File: config.mk
export PLATFORM = sky130hd
export DESIGN_NAME = serial_parallel
export DESIGN_NICKNAME = d
export VERILOG_FILES = /design/src/rtl/serial_parallel.sv
export SDC_FILE = /design/constraint.sdc
export NUM_CORES = 1
export LEC_CHECK = 0
export ABC_AREA = 1
export BUFFER_PORTS_ARGS = -buffer_cell sky130_fd_sc_hd__clkbuf_2
export CAP_MARGIN = 20
export CORE_MARGIN = 4
export CORE_UTILIZATION = 37
export CTS_CLUSTER_DIAMETER = 100
export DETAILED_ROUTE_END_ITERATION = 8
export PLACE_DENSITY = 0.53
export SYNTH_ARGS = -nofsm -noshare
export SYNTH_HDL_FRONTEND = slang
export SYNTH_SLANG_ARGS = --single-unit
File: constraint.sdc
create_clock -name clock -period 1.7 [get_ports clock]
set_input_delay 0.17 -clock clock [delete_from_list [all_inputs] [get_ports clock]]
set_output_delay 0.17 -clock clock [all_outputs]
set_load 0.02 [all_outputs]
File: src/rtl/serial_parallel.sv
// MSB-first serial-to-parallel converter with a holding register so the next
// word can shift in while the previous one waits downstream.
module serial_parallel #(
   parameter int WORD_WIDTH = 8
) (
   input  logic                  clock,
   input  logic                  clear_n,
   input  logic                  clock_enable,
   input  logic                  clear,
   input  logic                  serial_in_valid,
   output logic                  serial_in_ready,
   input  logic                  serial_in,
   output logic                  parallel_out_valid,
   input  logic                  parallel_out_ready,
   output logic [WORD_WIDTH-1:0] parallel_out
);

   localparam int COUNT_WIDTH = $clog2(WORD_WIDTH);
   localparam logic [COUNT_WIDTH-1:0] LAST_BIT = COUNT_WIDTH'(WORD_WIDTH - 1);

   logic [WORD_WIDTH-1:0]  shift_reg, shift_next;
   logic [COUNT_WIDTH-1:0] count_reg, count_next;
   logic [WORD_WIDTH-1:0]  out_reg, out_next;
   logic                   valid_reg, valid_next;

   logic [WORD_WIDTH-1:0]  shifted_word;
   logic                   at_last_bit;
   logic                   accept;
   logic                   complete;
   logic                   drain;

   // Shift toward the MSB; the incoming bit enters at bit 0.
   assign shifted_word[0] = serial_in;
   generate
      for (genvar gi = 1; gi < WORD_WIDTH; gi++) begin : g_shift
         assign shifted_word[gi] = shift_reg[gi-1];
      end
   endgenerate

   assign at_last_bit = (count_reg == LAST_BIT);

   // Only the word-completing bit waits, and only while the holding register
   // is full and not draining; this is a deliberate combinational path.
   assign serial_in_ready = clock_enable &
                            ~(at_last_bit & valid_reg & ~parallel_out_ready);

   assign accept   = serial_in_valid & serial_in_ready;
   assign complete = accept & at_last_bit;
   assign drain    = valid_reg & parallel_out_ready & clock_enable;

   always_comb begin
      shift_next = shift_reg;
      count_next = count_reg;
      out_next   = out_reg;
      valid_next = valid_reg;
      if (clear) begin
         shift_next = '0;
         count_next = '0;
         out_next   = '0;
         valid_next = 1'b0;
      end else if (clock_enable) begin
         if (accept) begin
            shift_next = shifted_word;
            count_next = at_last_bit ? '0 : count_reg + COUNT_WIDTH'(1);
         end
         // A completion wins over a drain so back-to-back words see no bubble.
         if (complete) begin
            out_next   = shifted_word;
            valid_next = 1'b1;
         end else if (drain) begin
            valid_next = 1'b0;
         end
      end
   end

   always_ff @(posedge clock or negedge clear_n) begin
      if (!clear_n) begin
         shift_reg <= '0;
         count_reg <= '0;
         out_reg   <= '0;
         valid_reg <= 1'b0;
      end else begin
         shift_reg <= shift_next;
         count_reg <= count_next;
         out_reg   <= out_next;
         valid_reg <= valid_next;
      end
   end

   assign parallel_out       = out_reg;
   assign parallel_out_valid = valid_reg;

endmodule

==> results of run 1 <==
[final timing paths]
kind,end,slack (ns),depth (start not counted),startpoint
max,serial_in_ready,0.09,4,count_reg[0]
min,shift_reg[0],0.19,5,serial_in
max reg2reg,count_reg[2],0.12,8,count_reg[0]
min reg2reg,count_reg[1],0.50,2,count_reg[1]
max in group asynchronous,parallel_out[5],1.03,2,clear_n
min in group asynchronous,parallel_out[2],0.35,2,clear_n
[critical path: cells and delay by family (launching register included)]
kind	cells	cell delay, ns
buf+inv	1	0.16
fa+ha+maj	2	0.42
flops	1	0.41
compound gates	1	0.14
[power by group through the flow]
stage | combinational (mW) | sequential [mW] | clock, mW
floorplan | 0.0657 | 0.501 | 0
global placement | 0.109 | 0.495 | 0
detailed placement | 0.111 | 0.495 | 0
CTS | 0.114 | 0.486 | 0.241
global route | 0.129 | 0.488 | 0.267
finish | 0.112 | 0.486 | 0.226
[final cells by class]
class | instances | area (um^2)
flip-flops and latches | 19 | 475
multi-input cells | 66 | 367
clock inverters | 1 | 5.00
clock buffers | 3 | 22.5
well taps | 28 | 35.0
inverters | 12 | 45.0
repair buffers | 18 | 100
fillers | 237 | 1200
[routing by layer]
layer  up-vias  routed length (um)
met5         -                   0
met4         0                  12
met3         2                 109
met2        15                 794
met1       330                 850
li1        352                   -
[cells in the final DEF, fill, tap and decap left out, types with 2 or more instances in the layout]
| cell type | netlist | final |
|---|---|---|
| nand3_2 | 2 | 2 |
| buf_4 | 0 | 2 |
| nand2_1 | 30 | 30 |
| nand3_1 | 10 | 10 |
| inv_1 | 12 | 12 |
| nand2_4 | 2 | 2 |
| dfrtp_1 | 19 | 19 |
| nor2_1 | 8 | 8 |
| clkbuf_4 | 0 | 3 |
| o21ai_2 | 7 | 7 |
| clkbuf_2 | 0 | 15 |
[timing repair]
action / in CTS / in global routing
hold endpoints to repair: 19 / 0
pin swaps: 0 / 1
hold buffers: 1 / 0
setup endpoints to repair: 1 / 3
resized for setup: 2 / 2
[logic make-up (layout without fill, tap and decap cells)]
| family | after synthesis | after routing |
|---|---|---|
| buf+inv | 15 | 34 |
| fa+ha+maj | 2 | 2 |
| flops | 19 | 19 |
| simple gates | 54 | 54 |
| compound gates | 10 | 10 |
==> impl_metrics.json, run 1 <==
{
  "tightestPinTransition_ns": 0.474,
  "drt_iter0_drc": 13,
  "p_total_uw": 824,
  "grt_antenna_before_repair": 0,
  "clock.fmax_mhz": 620,
  "dp_hpwl_um": 1310,
  "ir_worst_vdd_v": 0.000668,
  "io-pin-count": 17,
  "start_kind": "register",
  "root_buffer": "clkbuf_4",
  "clk_pin_slew_ns": 0.11,
  "synth_top_family_by_area": "simple AND/OR/NAND/NOR gates",
  "clock_sinks": 19,
  "fin_util_pct": 46.6,
  "buffer_ports.inserted": 16,
  "rsz0062_at_grt": "true",
  "yosysWarnings": 0,
  "wl_per_cell_um": 12.0,
  "postRouteAntennaNets": 0,
  "synth_common_cells": "30 x nand2_1, 19 x dfrtp_1, 12 x inv_1",
  "p_sw_uw": 225,
  "fin_hold_ws_ns": 0.188,
  "clock_path_buffers": 2,
  "syn-cell-area_um2": 896,
  "period_minus_slack_ns": 1.61,
  "core_um2": 2250,
  "outcome": "finished clean",
  "clk_latency_ns": 0.30,
  "postLayoutCellArea_um2": 1050,
  "fin_setup_tns_ns": 0,
  "die_area_um2": 3270,
  "p_sw_share_pct": 27.3,
  "h-tree-depth": 1,
  "power.density_nw_per_um2": 785,
  "fp.dieH_um": 57.2,
  "cap_violations": 0,
  "slew_headroom_pct": 68.4,
  "cp.required_ns": 1.53,
  "ys.flop_type": "dfrtp_1",
  "ys_types": 17,
  "cts_tree": "done",
  "synth_xor_area_share_pct": 0,
  "grt_pass1_wl_um": 3230,
  "use_met2_pct": 21.4,
  "grt.met1_usage_pct": 15.5,
  "slowest_delay_ns": 0.41,
  "synthTopCellsByArea": "dfrtp_1 53%, nand2_1 13%, o21ai_2 6.8%",
  "setup_viol": 0,
  "grt_overflow": 0,
  "hold_viol": 0,
  "numCtsBuffers": 3,
  "syn_area_per_cell_um2": 8.96,
  "finalClockSkew_ns": 0.00486,
  "synth_mux_area_share_pct": 0,
  "num_rows": 17,
  "finalMaxSlewViolations": 0,
  "syn_inst": 100,
  "viasPerCell": 4.76,
  "route.detailed.drc": 0,
  "vias": 699,
  "met3_usage_pct": 5.20,
  "largest_reg_flops": 8,
  "synth-edff-count": 0,
  "synth_top_cell_by_area": "dfrtp_1",
  "synth_most_common_cell": "nand2_1",
  "initial_core_util_pct": 39.7,
  "cp_max_fo": 4,
  "place_area_um2": 998,
  "layout-drive-gt1-share_pct": 28.6,
  "finalNetCount": 129,
  "post_synth_fa_ha_maj_area_fraction_pct": 2.79,
  "clkPwrFrac_pct": 27.4,
  "grt_pass1_vias": 742,
  "grt-busiest-layer": "met2",
  "worstSetupEndpointType": "output pin",
  "synth_compound_area_share_pct": 8.66,
  "pre_cts_ws_ns": 0.0807,
  "period_share_pct": 94.9,
  "worstHoldPathType": "in2reg",
  "fp.dieW_um": 57.2,
  "ys_seq_area_share_pct": 53.1,
  "async_reset_ff_share_pct": 100,
  "dp_cells": 142,
  "critical_path_class": "reg2out",
  "synth_fp_nets": 109,
  "post_cts_buffers": 0,
  "pwr-share-comb_pct": 13.6,
  "grt_max_degree": 20,
  "antenna-diode-count": 0,
  "place.gp.congestion": 0.792,
  "drtPass1Iterations": 2,
  "stdcell_count": 147,
  "synthSimpleGateAreaFrac_pct": 28.2,
  "arrival_ns": 1.44,
  "path_cells": "ha_1, ha_2, a31oi_1, buf_4",
  "wl_um": 1770,
  "synth_top_area_share_pct": 53.1,
  "grt_usage_pct": 12.7,
  "synth-seq-cells": 19,
  "power.internal_uw": 599,
  "leakage_nw": 0.566,
  "slowest_stage": "dfrtp_1",
  "syn2layout_area_growth_pct": 17.2,
  "setup_ws_ns": 0.0867,
  "seqPwrFrac_pct": 59.0
}
Note: power is estimated with default switching activity, not from simulation.
==> inputs of run 2 (changes only) <==
--- a/config.mk
+++ b/config.mk
@@ -9,10 +9,10 @@
 export BUFFER_PORTS_ARGS = -buffer_cell sky130_fd_sc_hd__clkbuf_2
 export CAP_MARGIN = 20
 export CORE_MARGIN = 4
-export CORE_UTILIZATION = 37
+export CORE_UTILIZATION = 35
 export CTS_CLUSTER_DIAMETER = 100
 export DETAILED_ROUTE_END_ITERATION = 8
-export PLACE_DENSITY = 0.53
+export PLACE_DENSITY = 0.51
 export SYNTH_ARGS = -nofsm -noshare
 export SYNTH_HDL_FRONTEND = slang
 export SYNTH_SLANG_ARGS = --single-unit
==> run 2 against run 1 <==
  * Sequential power hardly changed
  * Utilization down 3.7 points
  * Final cell count rose by 1.4%
  * First-iteration DRC count increased by 15%
  * Global-route usage down 1.8 points
  * Wire length down 3.3%
  * Fmax grew 1.8%
  * Clock skew is 0.0034 ns higher
  * Worst setup slack gained 0.028 ns
==> impl_metrics.json, run 2 (same netlist as run 1, synthesis figures left out) <==
{
  "met3_usage_pct": 2.41,
  "dp_hpwl_um": 1200,
  "outcome": "finished clean",
  "r2r_setup_slack_ns": 0.14,
  "regToRegEndpoint": "count_reg[1]",
  "viasPerCell": 4.54,
  "cp_max_fo": 4,
  "slowest_delay_ns": 0.41,
  "critical_path_buf_inv_count": 1,
  "r2r_start": "count_reg[0]",
  "antenna-diode-count": 0,
  "num_rows": 18,
  "start_kind": "register",
  "cp.required_ns": 1.53,
  "clk_latency_ns": 0.30,
  "fin_hold_ws_ns": 0.167,
  "arrival_ns": 1.42,
  "buffer_ports.inserted": 16,
  "root_buffer": "clkbuf_4",
  "post_cts_buffers": 0,
  "layout-drive-gt1-share_pct": 28.6,
  "rsz0062_at_grt": "false",
  "final_common_cell": "nand2_1",
  "hold_viol": 0,
  "final_cell_mix": "30 x nand2_1, 19 x dfrtp_1, 15 x clkbuf_2, 12 x inv_1, 10 x nand3_1",
  "grt_antenna_before_repair": 0,
  "period_share_pct": 93.3,
  "grt_pass1_vias": 624,
  "tightestPinTransition_ns": 0.465,
  "finalMaxSlewViolations": 0,
  "p_total_uw": 830,
  "leakage_nw": 0.566,
  "grt.met1_usage_pct": 16.0,
  "power.density_nw_per_um2": 789,
  "route.detailed.drc": 0,
  "h-tree-depth": 1,
  "rr_worst_depth": 8,
  "grt_usage_pct": 10.9,
  "slowest_stage": "dfrtp_1",
  "grt_overflow": 0,
  "vias": 676,
  "setup_viol": 0,
  "syn2layout_area_growth_pct": 17.5,
  "path_cells": "ha_1, ha_2, a31oi_1, buf_4",
  "finalNetCount": 129,
  "ir_worst_vdd_v": 0.000497,
  "use_met2_pct": 14.7,
  "grt-busiest-layer": "met1",
  "worstHoldPathType": "in2reg",
  "cp.depth": 4,
  "cts_tree": "done",
  "cp_top_family": "adder cells",
  "clock_sinks": 19,
  "period_minus_slack_ns": 1.59,
  "clk_pin_slew_ns": 0.11,
  "fp.dieW_um": 58.6,
  "io-pin-count": 17,
  "slew_headroom_pct": 69.0,
  "clock_path_buffers": 2,
  "fp.dieH_um": 58.6,
  "critical_path_class": "reg2out",
  "core_um2": 2450,
  "postRouteAntennaNets": 0,
  "largest_reg_flops": 8,
  "initial_core_util_pct": 36.5,
  "grt_pass1_wl_um": 2850,
  "die_area_um2": 3430,
  "wl_per_cell_um": 11.5,
  "worstSetupEndpointType": "output pin",
  "clock.fmax_mhz": 631,
  "fin_setup_tns_ns": 0,
  "hp-start": "serial_in",
  "numCtsBuffers": 3,
  "wl_um": 1710,
  "grt_max_degree": 20,
  "place.gp.congestion": 0.709,
  "drt_iter0_drc": 15,
  "startpoint": "count_reg[0]",
  "drtPass1Iterations": 4,
  "finalClockSkew_ns": 0.00823,
  "crit_end": "serial_in_ready",
  "cap_violations": 0
}
[run 2: power breakdown]
group          switching [mW]  total (mW)  leakage, nW  internal [mW]
registers              0.0122       0.487        0.260          0.474
clock network           0.145       0.233       0.0177         0.0876
logic                  0.0733       0.111        0.289         0.0374
total                   0.231       0.830        0.566          0.599
[run 2: cell type report]
| cell class | count | area, um^2 |
|---|---|---|
| clock inverters | 1 | 5.00 |
| clock buffers | 3 | 22.5 |
| multi-input cells | 66 | 367 |
| repair buffers | 18 | 100 |
| inverters | 12 | 45.0 |
| fillers | 257 | 1400 |
| well taps | 30 | 37.5 |
| flip-flops and latches | 19 | 475 |
[run 2: what timing repair did]
action	4_1_cts	5_1_grt
setup endpoints to repair	0	9
hold endpoints to repair	19	0
hold buffers	1	0
resized for setup	0	4
[run 2: worst reg2reg max path, stage by stage (launching register included)]
cell,delay [ns]
dfrtp_1,0.41
ha_1,0.20
ha_2,0.21
nand3_2,0.12
nand3_2,0.09
nand2_4,0.20
inv_1,0.11
nand2_1,0.07
nand2_1,0.05
[run 2: worst min path at each step]
stage	endpoint	slack, ns	depth (start not counted)
2_1_floorplan	count_reg[0]	-0.13	0
3_3_place_gp	parallel_out[7]	0.15	1
3_5_place_dp	parallel_out[7]	0.15	1
4_1_cts	parallel_out[0]	0.16	5
5_1_grt	parallel_out[0]	0.19	5
6_report	parallel_out[0]	0.17	5
[run 2: layer usage]
| layer | up-vias | wire, um |
|---|---|---|
| met4 | 0 | 19 |
| met2 | 13 | 740 |
| met1 | 304 | 846 |
| met5 | - | 0 |
| met3 | 2 | 102 |
| li1 | 357 | - |
[run 2: through the flow]
step	cells	instance area, um^2	setup WS, ns	utilization (%)
4_1_cts	149	1040	0.00693	42.3
3_3_place_gp	144	1000	0.117	40.8
3_5_place_dp	144	1000	0.0866	40.8
6_report	149	1050	0.115	42.9
5_1_grt	149	1050	0.0138	42.9
2_1_floorplan	100	896	0.289	-
==> inputs of run 3 (changes only) <==
--- a/config.mk
+++ b/config.mk
@@ -5,14 +5,15 @@
 export SDC_FILE = /design/constraint.sdc
 export NUM_CORES = 1
 export LEC_CHECK = 0
-export ABC_AREA = 1
+export ABC_AREA = 0
 export BUFFER_PORTS_ARGS = -buffer_cell sky130_fd_sc_hd__clkbuf_2
 export CAP_MARGIN = 20
+export CORE_ASPECT_RATIO = 0.5
 export CORE_MARGIN = 4
 export CORE_UTILIZATION = 35
 export CTS_CLUSTER_DIAMETER = 100
 export DETAILED_ROUTE_END_ITERATION = 8
-export PLACE_DENSITY = 0.51
+export PLACE_DENSITY = 0.5
 export SYNTH_ARGS = -nofsm -noshare
 export SYNTH_HDL_FRONTEND = slang
 export SYNTH_SLANG_ARGS = --single-unit
==> run 3 against run 2 <==
  * Sequential share of layout area fell by 1.0 points
  * Clock skew fell by 0.0072 ns
  * Fmax up 0.22%
  * Clock power rose by 31%
  * Register-to-register slack improved by 0.03 ns
  * Largest cell class unchanged
==> impl_metrics.json, run 3 <==
{
  "wl_um": 1670,
  "numCtsBuffers": 3,
  "wl_per_cell_um": 12.9,
  "synthTopCellsByArea": "dfrtp_1 52%, mux2i_1 18%, nand2b_1 15%",
  "synth-seq-cells": 19,
  "regToRegEndpoint": "shift_reg[0]",
  "grt_antenna_before_repair": 0,
  "grt_pass1_wl_um": 2820,
  "rr_worst_depth": 5,
  "grt_overflow": 0,
  "final_common_cell": "nand2b_1",
  "h-tree-depth": 1,
  "fillers": 243,
  "grt_usage_pct": 10.5,
  "postRouteAntennaNets": 0,
  "pre_cts_ws_ns": 0.123,
  "outcome": "finished clean",
  "largest_reg_flops": 8,
  "r2r_setup_slack_ns": 0.17,
  "synth-edff-count": 0,
  "core_um2": 2360,
  "clk_pin_slew_ns": 0.07,
  "synth_fp_nets": 86,
  "root_buffer": "clkbuf_8",
  "place_area_um2": 1020,
  "clock_sinks": 19,
  "whs_path_depth": 3,
  "final_cell_mix": "22 x nand2b_1, 19 x dfrtp_1, 17 x mux2i_1, 15 x clkbuf_2, 3 x clkbuf_8",
  "rsz0062_at_grt": "false",
  "critical_path_class": "reg2out",
  "dp_hpwl_um": 1220,
  "hold_viol": 0,
  "finalClockSkew_ns": 0.00102,
  "syn_inst": 77,
  "arrival_ns": 1.41,
  "synth_common_cells": "22 x nand2b_1, 19 x dfrtp_1, 17 x mux2i_1",
  "postLayoutCellArea_um2": 1080,
  "drt_iter0_drc": 34,
  "antenna-diode-count": 0,
  "cp.required_ns": 1.53,
  "synth_top_area_share_pct": 51.6,
  "period_minus_slack_ns": 1.58,
  "multi_input_area_um2": 413,
  "fp.dieH_um": 44.3,
  "synth_most_common_cell": "nand2b_1",
  "grt_pass1_vias": 610,
  "slew_headroom_pct": 67.8,
  "cts_tree": "done",
  "period_share_pct": 93.0,
  "syn-cell-area_um2": 921,
  "cap_violations": 0,
  "route.detailed.drc": 0,
  "num_rows": 12,
  "syn2layout_area_growth_pct": 17.0,
  "place.gp.congestion": 0.746,
  "finalMaxSlewViolations": 0,
  "clock.fmax_mhz": 632,
  "finalNetCount": 104,
  "start_kind": "register",
  "async_reset_ff_share_pct": 100,
  "yosysWarnings": 0,
  "clock_path_buffers": 2,
  "grt_max_degree": 24,
  "r2r_start": "count_reg[0]",
  "hp-start": "serial_in",
  "drtPass1Iterations": 2,
  "layout-drive-gt1-share_pct": 24.5,
  "setup_ws_ns": 0.118,
  "clk_latency_ns": 0.25,
  "setup_viol": 0,
  "viasPerCell": 4.46,
  "power.density_nw_per_um2": 764,
  "worstHoldEndpoint": "parallel_out[0]",
  "initial_core_util_pct": 39.1,
  "fp.dieW_um": 80.5,
  "leakage_nw": 0.528,
  "fin_setup_tns_ns": 0,
  "ys.flop_type": "dfrtp_1",
  "worstHoldPathType": "in2reg",
  "buffer_ports.inserted": 16,
  "cp_max_fo": 3,
  "ys_seq_area_share_pct": 51.6,
  "seq_area_um2": 475,
  "post_cts_buffers": 0,
  "syn_area_per_cell_um2": 12.0,
  "die_area_um2": 3570,
  "ys_types": 17,
  "synth_top_cell_by_area": "dfrtp_1",
  "worstSetupEndpointType": "output pin",
  "io-pin-count": 17,
  "vias": 575,
  "ir_worst_vdd_v": 0.000446,
  "tightestPinTransition_ns": 0.482
}
==> run 3: cell count changes in the layout (fill, tap and decap cells not counted), moves of 7 or more <==
cell | before | now
inv_1 | 12 | 0
mux2i_1 | 0 | 17
nand2_1 | 30 | 2
nand2b_1 | 0 | 22
nand3_1 | 10 | 2
nor2_1 | 8 | 1
o21ai_2 | 7 | 0
==> run 3: final cells by class <==
cell class / instances / share of cell area, %
clock buffers: 4 / 4.18
repair buffers: 18 / 9.29
well taps: 35 / 4.07
multi-input cells: 53 / 38.3
flip-flops and latches: 19 / 44.1
==> run 3: repair_timing <==
action                                 CTS  global route
gates resized for setup                  0             3
setup endpoints to repair                0             1
endpoints found under the hold margin   19             0
hold buffers                             1             0
==> run 3: per-stage QoR <==
step / hold WS (ns) / instances / total power, mW / util (%)
detailed placement: 0.152 / 124 / 0.524 / 43.2
finish: 0.207 / 129 / 0.823 / 45.7
floorplan: -0.126 / 77 / 0.501 / -
global route: 0.223 / 129 / 0.859 / 45.7
CTS: 0.207 / 129 / 0.838 / 45.5
global placement: 0.138 / 124 / 0.521 / 43.2
==> run 3: power breakdown <==
part           switching [mW]  internal (mW)  leakage, nW
clock                   0.140          0.166       0.0228
combinational          0.0321         0.0262        0.241
sequential            0.00247          0.456        0.264
==> run 3: critical path, stage by stage (launching register included) <==
cell	delay [ns]
dfrtp_1	0.40
ha_1	0.21
ha_2	0.18
nand3b_1	0.11
and2_1	0.13
buf_4	0.13
==> run 3: logic make-up (layout without fill, tap and decap cells) <==
family,Yosys count,in the layout,synth area share [%]
flops,19,19,51.6
buf+inv,5,22,3.80
simple gates,32,32,22.1
fa+ha+maj,2,2,2.72
mux,17,17,18.5
compound gates,2,2,1.22
==> run 3: worst max path at each step <==
stage | startpoint | to | cells past startpoint
5_1_grt | count_reg[0] | serial_in_ready | 5
3_5_place_dp | count_reg[0] | shift_reg[0] | 5
2_1_floorplan | count_reg[0] | shift_reg[1] | 6
6_report | count_reg[0] | serial_in_ready | 5
4_1_cts | count_reg[0] | serial_in_ready | 5
3_3_place_gp | count_reg[0] | shift_reg[0] | 5
==> run 3: per-layer routing <==
metal  part of all wire [%]  global-route usage, %  wire length (um)
met1                     53                   14.1               876
met2                     42                   16.0               695
met3                    5.6                   4.47                93
met4                      0                   2.02                 0
met5                      0                      0                 0
